$ cat config.mk
export PLATFORM = sky130hd
export DESIGN_NAME = timer_cmp
export DESIGN_NICKNAME = d
export VERILOG_FILES = /design/src/rtl/timer_cmp_pkg.sv /design/src/rtl/timer_cmp.sv
export SDC_FILE = /design/constraint.sdc
export NUM_CORES = 1
export LEC_CHECK = 0
export ABC_AREA = 1
export BUFFER_PORTS_ARGS = -buffer_cell sky130_fd_sc_hd__clkbuf_2
export CAP_MARGIN = 20
export CORE_UTILIZATION = 60
export DETAILED_ROUTE_END_ITERATION = 12
export PLACE_DENSITY = 0.93
export REMOVE_ABC_BUFFERS = 1
export SLEW_MARGIN = 20
export SYNTH_ARGS = -nofsm -noshare
export SYNTH_HDL_FRONTEND = slang
export SYNTH_SLANG_ARGS = --single-unit
export TNS_END_PERCENT = 10
$ cat constraint.sdc
create_clock -name clock -period 9.25 [get_ports clock]
set_input_delay 0 -clock clock [delete_from_list [all_inputs] [get_ports clock]]
set_output_delay 0 -clock clock [all_outputs]
set_load 0.005 [all_outputs]
$ cat src/rtl/timer_cmp_pkg.sv
// timer_cmp_pkg
// Shared definitions for the timer compare/interrupt unit: register offsets
// as seen on addr[3:2], bit positions inside the CTRL register, the packed
// CTRL record kept by the unit and a helper that formats it as a bus word.
package timer_cmp_pkg;

   // Register index as decoded from the word-aligned bus address
   localparam logic [1:0] REG_CMP_LO = 2'd0;
   localparam logic [1:0] REG_CMP_HI = 2'd1;
   localparam logic [1:0] REG_CTRL   = 2'd2;
   localparam logic [1:0] REG_PERIOD = 2'd3;

   // Bit positions inside the CTRL register
   localparam int CTRL_EN       = 0;
   localparam int CTRL_PERIODIC = 1;
   localparam int CTRL_PEND     = 2;

   // CTRL state held by the unit (packed so en lands in bit 0)
   typedef struct packed {
      logic pend;
      logic periodic;
      logic en;
   } ctrlReg_t;

   // Build the 32-bit read value of CTRL; the upper bits always read zero
   function automatic logic [31:0] ctrlToWord(input ctrlReg_t c);
      logic [31:0] word;
      word                = '0;
      word[CTRL_EN]       = c.en;
      word[CTRL_PERIODIC] = c.periodic;
      word[CTRL_PEND]     = c.pend;
      return word;
   endfunction

endpackage

$ cat src/rtl/timer_cmp.sv
// timer_cmp
// Compare/interrupt unit that watches the free-running 64-bit uptime
// counter. Software programs a 64-bit compare value (committed atomically
// through the CMP_HI write), a 32-bit reload period and a control register.
// When enabled and uptime has reached the compare value, a sticky pending
// flag is set and drives the interrupt line. In periodic mode the compare
// value advances by one period per match cycle; in one-shot mode the
// enable bit drops after the match.
//
// Ports:
//   clock   system clock
//   reset   asynchronous, active-high reset
//   sel     device select, one cycle per bus access
//   we      write enable, qualified by sel
//   addr    byte address, register index taken from addr[ADDR_LSB+1:ADDR_LSB]
//   din     write data (full words only)
//   uptime  current 64-bit uptime, synchronous to clock
//   dout    registered read data, one cycle after a read access
//   irq     level interrupt, straight from the pending flop
module timer_cmp
   import timer_cmp_pkg::*;
#(
   parameter logic [63:0] RESET_CMP = 64'hFFFF_FFFF_FFFF_FFFF,
   parameter int          ADDR_LSB  = 2
) (
   input  logic        clock,
   input  logic        reset,
   input  logic        sel,
   input  logic        we,
   input  logic [31:0] addr,
   input  logic [31:0] din,
   input  logic [63:0] uptime,
   output logic [31:0] dout,
   output logic        irq
);

   logic [63:0] r_cmp;
   logic [31:0] r_loShadow;
   logic [31:0] r_period;
   ctrlReg_t    r_ctrl;
   logic [31:0] r_dout;

   logic [1:0]  w_regIdx;
   logic        w_wrAccess;
   logic        w_rdAccess;
   logic        w_match;
   logic [63:0] w_reloadCmp;
   logic        w_unusedAddr;

   assign w_regIdx     = addr[ADDR_LSB +: 2];
   assign w_unusedAddr = ^{addr[31:ADDR_LSB+2], addr[ADDR_LSB-1:0]};
   assign w_wrAccess   = sel && we;
   assign w_rdAccess   = sel && !we;

   // Match is checked every cycle against the committed compare value only,
   // so a half-written compare (CMP_LO shadow) can never trigger a match.
   assign w_match     = r_ctrl.en && (uptime >= r_cmp);
   assign w_reloadCmp = r_cmp + {32'b0, r_period};

   // Register state. The automatic match effects are applied first and the
   // software writes afterwards, so that a CMP_HI commit beats a periodic
   // reload and a CTRL write beats the one-shot enable clear. The only
   // exception is PEND: a match in the same cycle as a W1C keeps it set.
   always_ff @(posedge clock or posedge reset) begin
      if (reset) begin
         r_cmp      <= RESET_CMP;
         r_loShadow <= '0;
         r_period   <= '0;
         r_ctrl     <= '0;
      end else begin
         if (w_match) begin
            r_ctrl.pend <= 1'b1;
            if (r_ctrl.periodic) begin
               r_cmp <= w_reloadCmp;
            end else begin
               r_ctrl.en <= 1'b0;
            end
         end

         if (w_wrAccess) begin
            case (w_regIdx)
               REG_CMP_LO: r_loShadow <= din;
               REG_CMP_HI: r_cmp      <= {din, r_loShadow};
               REG_CTRL: begin
                  r_ctrl.en       <= din[CTRL_EN];
                  r_ctrl.periodic <= din[CTRL_PERIODIC];
                  if (din[CTRL_PEND] && !w_match) begin
                     r_ctrl.pend <= 1'b0;
                  end
               end
               REG_PERIOD: r_period <= din;
            endcase
         end
      end
   end

   // Read data register: captured only on a read access, held otherwise.
   // CMP_LO returns the committed low word, not the write shadow.
   always_ff @(posedge clock or posedge reset) begin
      if (reset) begin
         r_dout <= '0;
      end else if (w_rdAccess) begin
         case (w_regIdx)
            REG_CMP_LO: r_dout <= r_cmp[31:0];
            REG_CMP_HI: r_dout <= r_cmp[63:32];
            REG_CTRL:   r_dout <= ctrlToWord(r_ctrl);
            REG_PERIOD: r_dout <= r_period;
         endcase
      end
   end

   assign dout = r_dout;
   assign irq  = r_ctrl.pend;

endmodule

==> After elaboration in Yosys (flattened, before gate mapping) <==
Cells that the tools add are included.
{ "totals": {"regBits": 163, "input_bits": 132, "out_inout_bits": 33, "word_cells": 33} }
{ "op_classes": {"addsub": 1, "n_lt_le_gt_ge": 1, "n_eq_ne": 3, "mux": 11, "n_reduce_logical": 10} }
{ "ops": {"columns": ["operator", "n"], "rows": [
  ["64-bit 2-to-1 mux", 4],
  ["32-bit one-hot mux with 4 select lines", 1],
  ["64-bit by 32-bit adder with 64-bit output", 1],
  ["64-bit >= comparator", 1],
  ["3-bit 2-to-1 mux", 2],
  ["2-bit AND reduction", 3],
  ["2-bit equality test, second input constant", 2],
  ["1-bit logical AND", 4],
  ["1-bit 2-to-1 mux", 4],
  ["2-bit by 1-bit equality test with 1-bit output, second input constant", 1],
  ["1-bit zero test", 2],
  ["2-bit zero test", 1]
]} }

==> Logic depth before layout (Yosys ltp) <==
Gate-level depths: netlist of the first run.
{ "depth": {"ltp_word": 7, "ltp_mapped": 22, "depth_no_buf": 21} }

==> Worst setup path before layout of the first run <==
OpenSTA, ideal clock, no wires.
{ "synth_path": {"path_kind": "reg2reg", "from": "register r_cmp[0]", "to": "register r_cmp[50]", "setup_time_ns": 0.073, "arrival_time_ns": 2.230, "t_required_ns": 9.177, "slack_ns": 6.947, "path_stages_with_launch": 17, "n_path_buf": 0, "synth_period_minus_slack_ns": 2.303, "path_cell_list": "dfstp_2 > ha_1 > inv_1 > fa_1 > nor2_1 > nand2_1 > nand3_2 > nand2_1 > nand2_2 > nand2_1 > nand2_1 > nand2_1 > a21oi_1 > nand3_1 > nand2_1 > nand2_1 > a21oi_1"} }
{ "synth_between": {"elab_chain_len": 5, "elab_cells_between_ends": 7, "classes_between": "1 x add/sub; 1 x order compare; 4 x mux; 1 x reduce/logical"} }
{ "synth_lines": {"columns": ["item", "line", "text"], "rows": [
  ["start, declared", "timer_cmp.sv:37", "logic [63:0] r_cmp;"],
  ["start signal, assigned", "timer_cmp.sv:74", "r_cmp <= w_reloadCmp;"],
  ["start signal, assigned", "timer_cmp.sv:83", "REG_CMP_HI: r_cmp <= {din, r_loShadow};"],
  ["64-bit by 32-bit adder with 64-bit output / 64-bit >= comparator (equally long branches)", "timer_cmp.sv:58, timer_cmp.sv:57", null],
  ["64-bit 2-to-1 mux / 1-bit logical AND (equally long branches)", "timer_cmp.sv:73, timer_cmp.sv:57", null],
  ["64-bit 2-to-1 mux (*)", "timer_cmp.sv:71", "if (w_match) begin"],
  ["64-bit 2-to-1 mux", "timer_cmp.sv:81", "case (w_regIdx)"],
  ["64-bit 2-to-1 mux (*)", "timer_cmp.sv:80", "if (w_wrAccess) begin"]
]} }
Every way passes the cells marked *; elsewhere a longest branch is shown, timed or not.
A chain may end at the register's enable or synchronous reset.

==> Worst setup path in the final report of the first run <==
{ "layout_path": {"from": "register r_cmp[48]", "to": "register r_cmp[29]"} }
{ "layout_between": {"elab_chain_len": 5} }
{ "layout_lines": {"columns": ["item", "line", "text"], "rows": [
  ["64-bit >= comparator (*)", "timer_cmp.sv:57", "assign w_match = r_ctrl.en && (uptime >= r_cmp);"],
  ["1-bit logical AND (*)", "timer_cmp.sv:57", null],
  ["64-bit 2-to-1 mux (*)", "timer_cmp.sv:71", null],
  ["64-bit 2-to-1 mux", "timer_cmp.sv:81", null],
  ["64-bit 2-to-1 mux (*)", "timer_cmp.sv:80", null]
]} }
Marks and branches as above.

==> flow_metrics.env, run 1 <==
export IMPL_end_kind="flip-flop"
export IMPL_routed_wirelength_mm=43.3
export IMPL_die_h_microns=146
export IMPL_hpwl_mm=31.9
export IMPL_post_drt_wl_per_cell_microns=19.4
export IMPL_tightest_slew_ps=991
export IMPL_avgSynthCellArea_sq_um=6.90
export IMPL_pin_count=165
export IMPL_ys_types=41
export IMPL_die_w_microns=146
export IMPL_finalCritPeriodShare_pct=39.3
export IMPL_synth_seq_cells=163
export IMPL_clkLatencyLatePin_ps=450
export IMPL_vias_per_cell=5.99
export IMPL_arrival_ps=4020
export IMPL_hold_violations=0
export IMPL_num_vias=13342
export IMPL_numCtsBuffers=17
export IMPL_crit_top_cell="nand2_1"
export IMPL_async_reset_ff_share_pct=100
export IMPL_slew_headroom_pct=33.9
export IMPL_layout_setup_ws_ps=5620
export IMPL_routabilityCongestion=0.992
export IMPL_regToRegEndpoint="r_cmp[29]"
export IMPL_final_core_util_pct=69.9
export IMPL_setup_violations=0
export IMPL_cts_hold_fix_buffers=33
export IMPL_drt_pass1_iter_count=6
export IMPL_drive_above_1_share_pct=14.8
export IMPL_r2r_slack_ps=5620
export IMPL_grt_use_total_pct=40.9
export IMPL_critical_path_class="reg2reg"
export IMPL_ctsResizeCount=0
export IMPL_cp_endpoint="r_cmp[29]"
export IMPL_seq_area_sq_um=4160
export IMPL_finalPower_mw=4.09
export IMPL_grt_pass1_wl_mm=67.4
export IMPL_grt_overflow_total=0
export IMPL_synthFlopType="dfrtp_1"
export IMPL_clock_sinks=163
export IMPL_rsz0062_at_grt="false"
export IMPL_grt_pass1_vias=12959
export IMPL_crit_start="r_cmp[48]"
export IMPL_fmax_ghz=0.275
export IMPL_ir_worst_vdd_uv=186
export IMPL_cp_start_kind="flip-flop"
export IMPL_clock_path_buffers=2
export IMPL_outcome="finished clean"
export IMPL_yosysWarnings=0
export IMPL_antenna_found_initial=0
export IMPL_reg2reg_from="r_cmp[48]"
export IMPL_cp_max_fo=18
export IMPL_syn_to_final_growth_pct=13.7
export IMPL_core_area_sq_um=20300
export IMPL_multi_input_area_sq_um=7080
export IMPL_drtIter0Drc=1178
export IMPL_period_needed_ps=3630
export IMPL_pre_cts_ws_ps=5780
export IMPL_synth_edf_count=0
export IMPL_drv_cap=0
export IMPL_seq_area_frac_synth_pct=33.4
export IMPL_dieArea_sq_um=21400
export IMPL_power_density_nw_per_um2=288
export IMPL_initial_utilization_pct=61.4
export IMPL_synth_cells=1808
export IMPL_leakagePower_nw=7.45
export IMPL_diodes=0
export IMPL_hold_start="addr[2]"
export IMPL_final_cell_mix="nand2_1, inv_1, nor2_1"
export IMPL_skew_ps=15.2
export IMPL_cts_setup_buffers=0
export IMPL_htree_levels=4
export IMPL_fillers=1695
export IMPL_remaining_drc_errors=0
export IMPL_drv_slew=0
export IMPL_clockRootBuffer="clkbuf_16"
export IMPL_finalNetCount=2173
export IMPL_ant_nets=0
export IMPL_hold_path_class="in2reg"
export IMPL_crit_required_ps=9640
export IMPL_final_common_cell="nand2_1"
export IMPL_cpMaxStageDelayCell="dfstp_2"
export IMPL_critPathMaxStageDelay_ps=640
export IMPL_num_rows=52
export IMPL_clk_pin_slew_ps=80
export IMPL_crit_chain="inv_1 > ha_1 > nand4_1 > nor3_1 > nand2_1 > nor3_1 > nand2_1 > nand2_2 > nand2_1 > buf_4 > o21ai_0 > nor2_1 > nor2_1"
export IMPL_numPortBuffers=134
export IMPL_cts_tree="built"
export IMPL_final_cell_area_sq_um=14200
export IMPL_dpl_instance_area_sq_um=13300
export IMPL_netlist_area_sq_um=12500
export IMPL_grt_max_degree=93
export IMPL_fin_setup_tns_ps=0
export IMPL_reg2reg_depth=13
==> per-layer routing <==
layer | GRT usage (%) | part of all wire [%]
met5 | 0 | 0
met1 | 52.8 | 40
met3 | 6.94 | 9.7
met2 | 67.8 | 47
met4 | 17.1 | 3.5
==> registers in the layout (all words and copies together), names as in the netlist <==
| signal | flops |
|---|---|
| r_ctrl | 2 |
| irq | 1 |
| dout | 32 |
| r_loShadow | 32 |
| r_period | 32 |
| r_cmp | 64 |
==> cell families (layout without fill, tap and decap cells) <==
kind of cell	Yosys count	after routing	share of synthesized area, %
xor gates and xnor gates	29	29	2.04
muxes	28	28	2.53
adders and majority gates	97	97	9.79
buffers and inverters	317	466	9.97
DFF	163	163	33.4
and+or+nand+nor	874	874	29.3
AOI/OAI and AO/OA	300	300	13.0
==> layout make-up <==
cell class,instances,area share (%)
Multi-Input combinational cell,1328,49.9
Sequential cell,163,29.3
Timing Repair Buffer,177,7.59
Inverter,257,6.85
Clock buffer,19,3.05
Tap cell,270,2.38
Clock inverter,13,0.900
==> stage by stage <==
step	hold WS, ps	cells
3_5_place_dp	192	2162
5_1_grt	137	2227
2_1_floorplan	121	1748
3_3_place_gp	183	2162
6_report	80.0	2227
4_1_cts	59.9	2227
==> report_power, final <==
group / total, mW / switching, mW / internal [mW]
Clock: 0.714 / 0.338 / 0.376
Combinational: 2.16 / 1.45 / 0.707
Sequential: 1.22 / 0.224 / 0.997
==> Yosys cell counts, types with 5 or more instances <==
cell | number | share of area (%)
nand3_1 | 109 | 4.4
dfrtp_1 | 99 | 20
buf_1 | 7 | 0.21
dfstp_2 | 64 | 13
a21oi_1 | 133 | 5.3
clkbuf_1 | 36 | 1.1
a31oi_1 | 24 | 1.2
nor2_1 | 166 | 5.0
ha_1 | 96 | 9.6
nor4_1 | 7 | 0.35
buf_2 | 10 | 0.40
o21ai_1 | 5 | 0.20
o22ai_1 | 29 | 1.5
xnor2_1 | 5 | 0.35
nand4_1 | 52 | 2.6
xor2_1 | 24 | 1.7
nor3_1 | 19 | 0.76
o21bai_1 | 5 | 0.30
o21ai_0 | 92 | 3.7
inv_1 | 251 | 7.6
mux2_2 | 28 | 2.5
nand2_1 | 503 | 15
==> how the worst min path moves through the flow <==
stage	to	cells after the start
after floorplan	r_period[10]	2
after global routing	dout[0]	5
final	r_ctrl[0]	4
after detailed placement	dout[2]	2
after CTS	r_ctrl[0]	4
after global placement	dout[2]	2
==> critical path, delay by kind of cell, from the launching register on <==
family                   cells  cell delay, ps
AND/OR/NAND/NOR              9            1670
buffers and inverters        2             680
flip-flops                   1             640
adder cells (fa/ha/maj)      1             330
AO/OA/AOI/OAI                1             260
No activity file was read; power rests on OpenSTA's default activity.
==> run 2: changes to the inputs <==
--- a/config.mk
+++ b/config.mk
@@ -8,9 +8,9 @@
 export ABC_AREA = 1
 export BUFFER_PORTS_ARGS = -buffer_cell sky130_fd_sc_hd__clkbuf_2
 export CAP_MARGIN = 20
-export CORE_UTILIZATION = 60
+export CORE_UTILIZATION = 54
 export DETAILED_ROUTE_END_ITERATION = 12
-export PLACE_DENSITY = 0.93
+export PLACE_DENSITY = 0.89
 export REMOVE_ABC_BUFFERS = 1
 export SLEW_MARGIN = 20
 export SYNTH_ARGS = -nofsm -noshare
==> constraint.sdc (replaced) <==
create_clock -name clock -period 3.2 [get_ports clock]
set_input_delay 0 -clock clock [delete_from_list [all_inputs] [get_ports clock]]
set_output_delay 0 -clock clock [all_outputs]
set_load 0.005 [all_outputs]
==> run 2 against run 1 <==
Setup slack got worse by 5400 ps. Core utilization down 6.4 points. Die area increased by 11%. Hold slack worse by 34 ps. Maximum frequency increased by 20%. Non-clock buffer count increased by 13. Clock-buffer cell count is the same. Via count decreased by 0.13%. Critical path depth is the same. Register-to-register slack lost 5400 ps. Global-route usage fell by 3.5 points. Wire length increased by 0.63%. Critical path type unchanged. Largest power group unchanged.
==> flow_metrics.env, run 2 (synthesis results as in run 1) <==
export IMPL_rsz0062_at_grt="false"
export IMPL_seqPwrFrac_pct=28.8
export IMPL_drtIter0Drc=1488
export IMPL_routabilityCongestion=1.04
export IMPL_pre_cts_ws_ps=256
export IMPL_comb_power_share_pct=54.0
export IMPL_worst_path_buf_inv=2
export IMPL_critical_path_class="reg2reg"
export IMPL_ir_worst_vdd_uv=386
export IMPL_final_cell_mix="nand2_1, inv_1, nor2_1"
export IMPL_grt_max_degree=71
export IMPL_ctsResizeCount=0
export IMPL_vias_per_cell=5.91
export IMPL_setup_violations=0
export IMPL_critPathMaxStageDelay_ps=570
export IMPL_holdWs_ps=46.0
export IMPL_largest_reg_flops=64
export IMPL_die_h_microns=154
export IMPL_cpMaxStageDelayCell="dfstp_2"
export IMPL_clockRootBuffer="clkbuf_16"
export IMPL_remaining_drc_errors=0
export IMPL_clock_sinks=163
export IMPL_num_vias=13324
export IMPL_hpwl_mm=33.4
export IMPL_tightest_slew_ps=864
export IMPL_hold_violations=0
export IMPL_initial_utilization_pct=55.1
export IMPL_cts_tree="built"
export IMPL_numCtsBuffers=17
export IMPL_grt_pass1_vias=12618
export IMPL_diodes=0
export IMPL_drt_pass1_iter_count=8
export IMPL_grt_use_total_pct=37.3
export IMPL_ant_nets=0
export IMPL_clkLatencyLatePin_ps=440
export IMPL_drv_cap=0
export IMPL_grt_pass1_wl_mm=68.1
export IMPL_htree_levels=4
export IMPL_outcome="finished clean"
export IMPL_crit_required_ps=3560
export IMPL_power_switching_mw=5.84
export IMPL_num_rows=55
export IMPL_drv_slew=0
export IMPL_crit_top_cell="nand2_1"
export IMPL_pin_count=165
export IMPL_clkPwrFrac_pct=17.2
export IMPL_antenna_found_initial=0
export IMPL_cp_start_kind="flip-flop"
export IMPL_cp_max_fo=42
export IMPL_power_density_nw_per_um2=831
export IMPL_skew_ps=13.9
export IMPL_slew_headroom_pct=42.4
export IMPL_final_common_cell="nand2_1"
export IMPL_hold_path_class="in2reg"
export IMPL_r2r_slack_ps=170
export IMPL_arrival_ps=3380
export IMPL_p_int_mw=6.10
export IMPL_fillers=2023
export IMPL_routed_wirelength_mm=43.6
export IMPL_grt_overflow_total=0
export IMPL_finalNetCount=2186
export IMPL_core_area_sq_um=22600
export IMPL_clk_pin_slew_ps=70
export IMPL_finalCritPeriodShare_pct=94.5
export IMPL_leakagePower_nw=7.54
export IMPL_period_needed_ps=3030
export IMPL_die_w_microns=154
export IMPL_drive_above_1_share_pct=15.4
export IMPL_critPathTopFamily="simple AND/OR/NAND/NOR gates"
export IMPL_p_sw_share_pct=48.9
export IMPL_crit_chain="inv_1 > ha_1 > nand2_1 > o21ai_0 > nand2_1 > nand2_1 > nand2_1 > nand2_1 > a21oi_1 > nand2_2 > buf_4 > nand3_1 > a31oi_1"
export IMPL_dieArea_sq_um=23700
export IMPL_end_kind="flip-flop"
export IMPL_syn_to_final_growth_pct=15.2
export IMPL_regMostFlops="r_cmp"
export IMPL_fmax_ghz=0.331
export IMPL_clock_path_buffers=2
export IMPL_layout_setup_ws_ps=175
export IMPL_post_drt_wl_per_cell_microns=19.3
export IMPL_numPortBuffers=134
run 2: cell type report:
type                    instances  area, sq um  area share (%)
repair buffers                190         1240            8.61
multi-input cells            1328         7080            49.3
flip-flops and latches        163         4160            29.0
well taps                     285          357            2.48
clock inverters                13          126           0.880
clock buffers                  19          433            3.01
inverters                     257          972            6.77
run 2: tightest hold or removal path: stages:
cell      delay [ps]
clkbuf_2         130
nor2_1            90
nand2_1          130
o21ai_0           90
run 2: final timing paths:
| path | from | depth (start not counted) | end |
|---|---|---|---|
| hold reg to reg | dout[9] | 2 | dout[9] |
| hold / removal | addr[2] | 4 | r_ctrl[1] |
| max in group asynchronous | reset | 4 | r_cmp[18] |
| min in group asynchronous | reset | 3 | dout[2] |
| setup reg to reg | r_cmp[51] | 13 | r_cmp[18] |
| setup / recovery | r_cmp[51] | 13 | r_cmp[18] |
run 2: what timing repair did:
item / 4_1_cts / 5_1_grt
endpoints found under the setup margin: 0 / 0
setup buffers: 0 / 0
hold buffers: 33 / 0
hold endpoints to repair: 157 / 0
run 2: power by group through the flow:
stage                     logic (mW)  registers, mW  clock network (mW)
after detailed placement        6.20           3.46                   0
after CTS                       6.27           3.42                2.05
after global placement          6.03           3.41                   0
after global routing            7.08           3.51                2.13
after floorplan                 4.16           3.32                   0
final                           6.45           3.44                2.05
run 2: through the flow:
step                cell area [sq um]  utilization (%)  cells  setup TNS, ps  power [mW]
finish                          14400             63.4   2255              0        11.9
global route                    14400             63.4   2255              0        12.7
CTS                             14400             63.4   2255              0        11.7
detailed placement              13500             59.5   2190              0        9.65
global placement                13500             59.5   2190              0        9.45
floorplan                       12200                -   1748        -116950        7.48
run 2: metal layers:
metal / routed length (microns) / vias to the layer above / track usage, %
met4: 1390 / 0 / 12.5
met1: 18600 / 6263 / 51.1
li1: - / 6209 / -
met2: 19800 / 754 / 60.5
met5: 0 / - / 0
met3: 3810 / 98 / 5.41
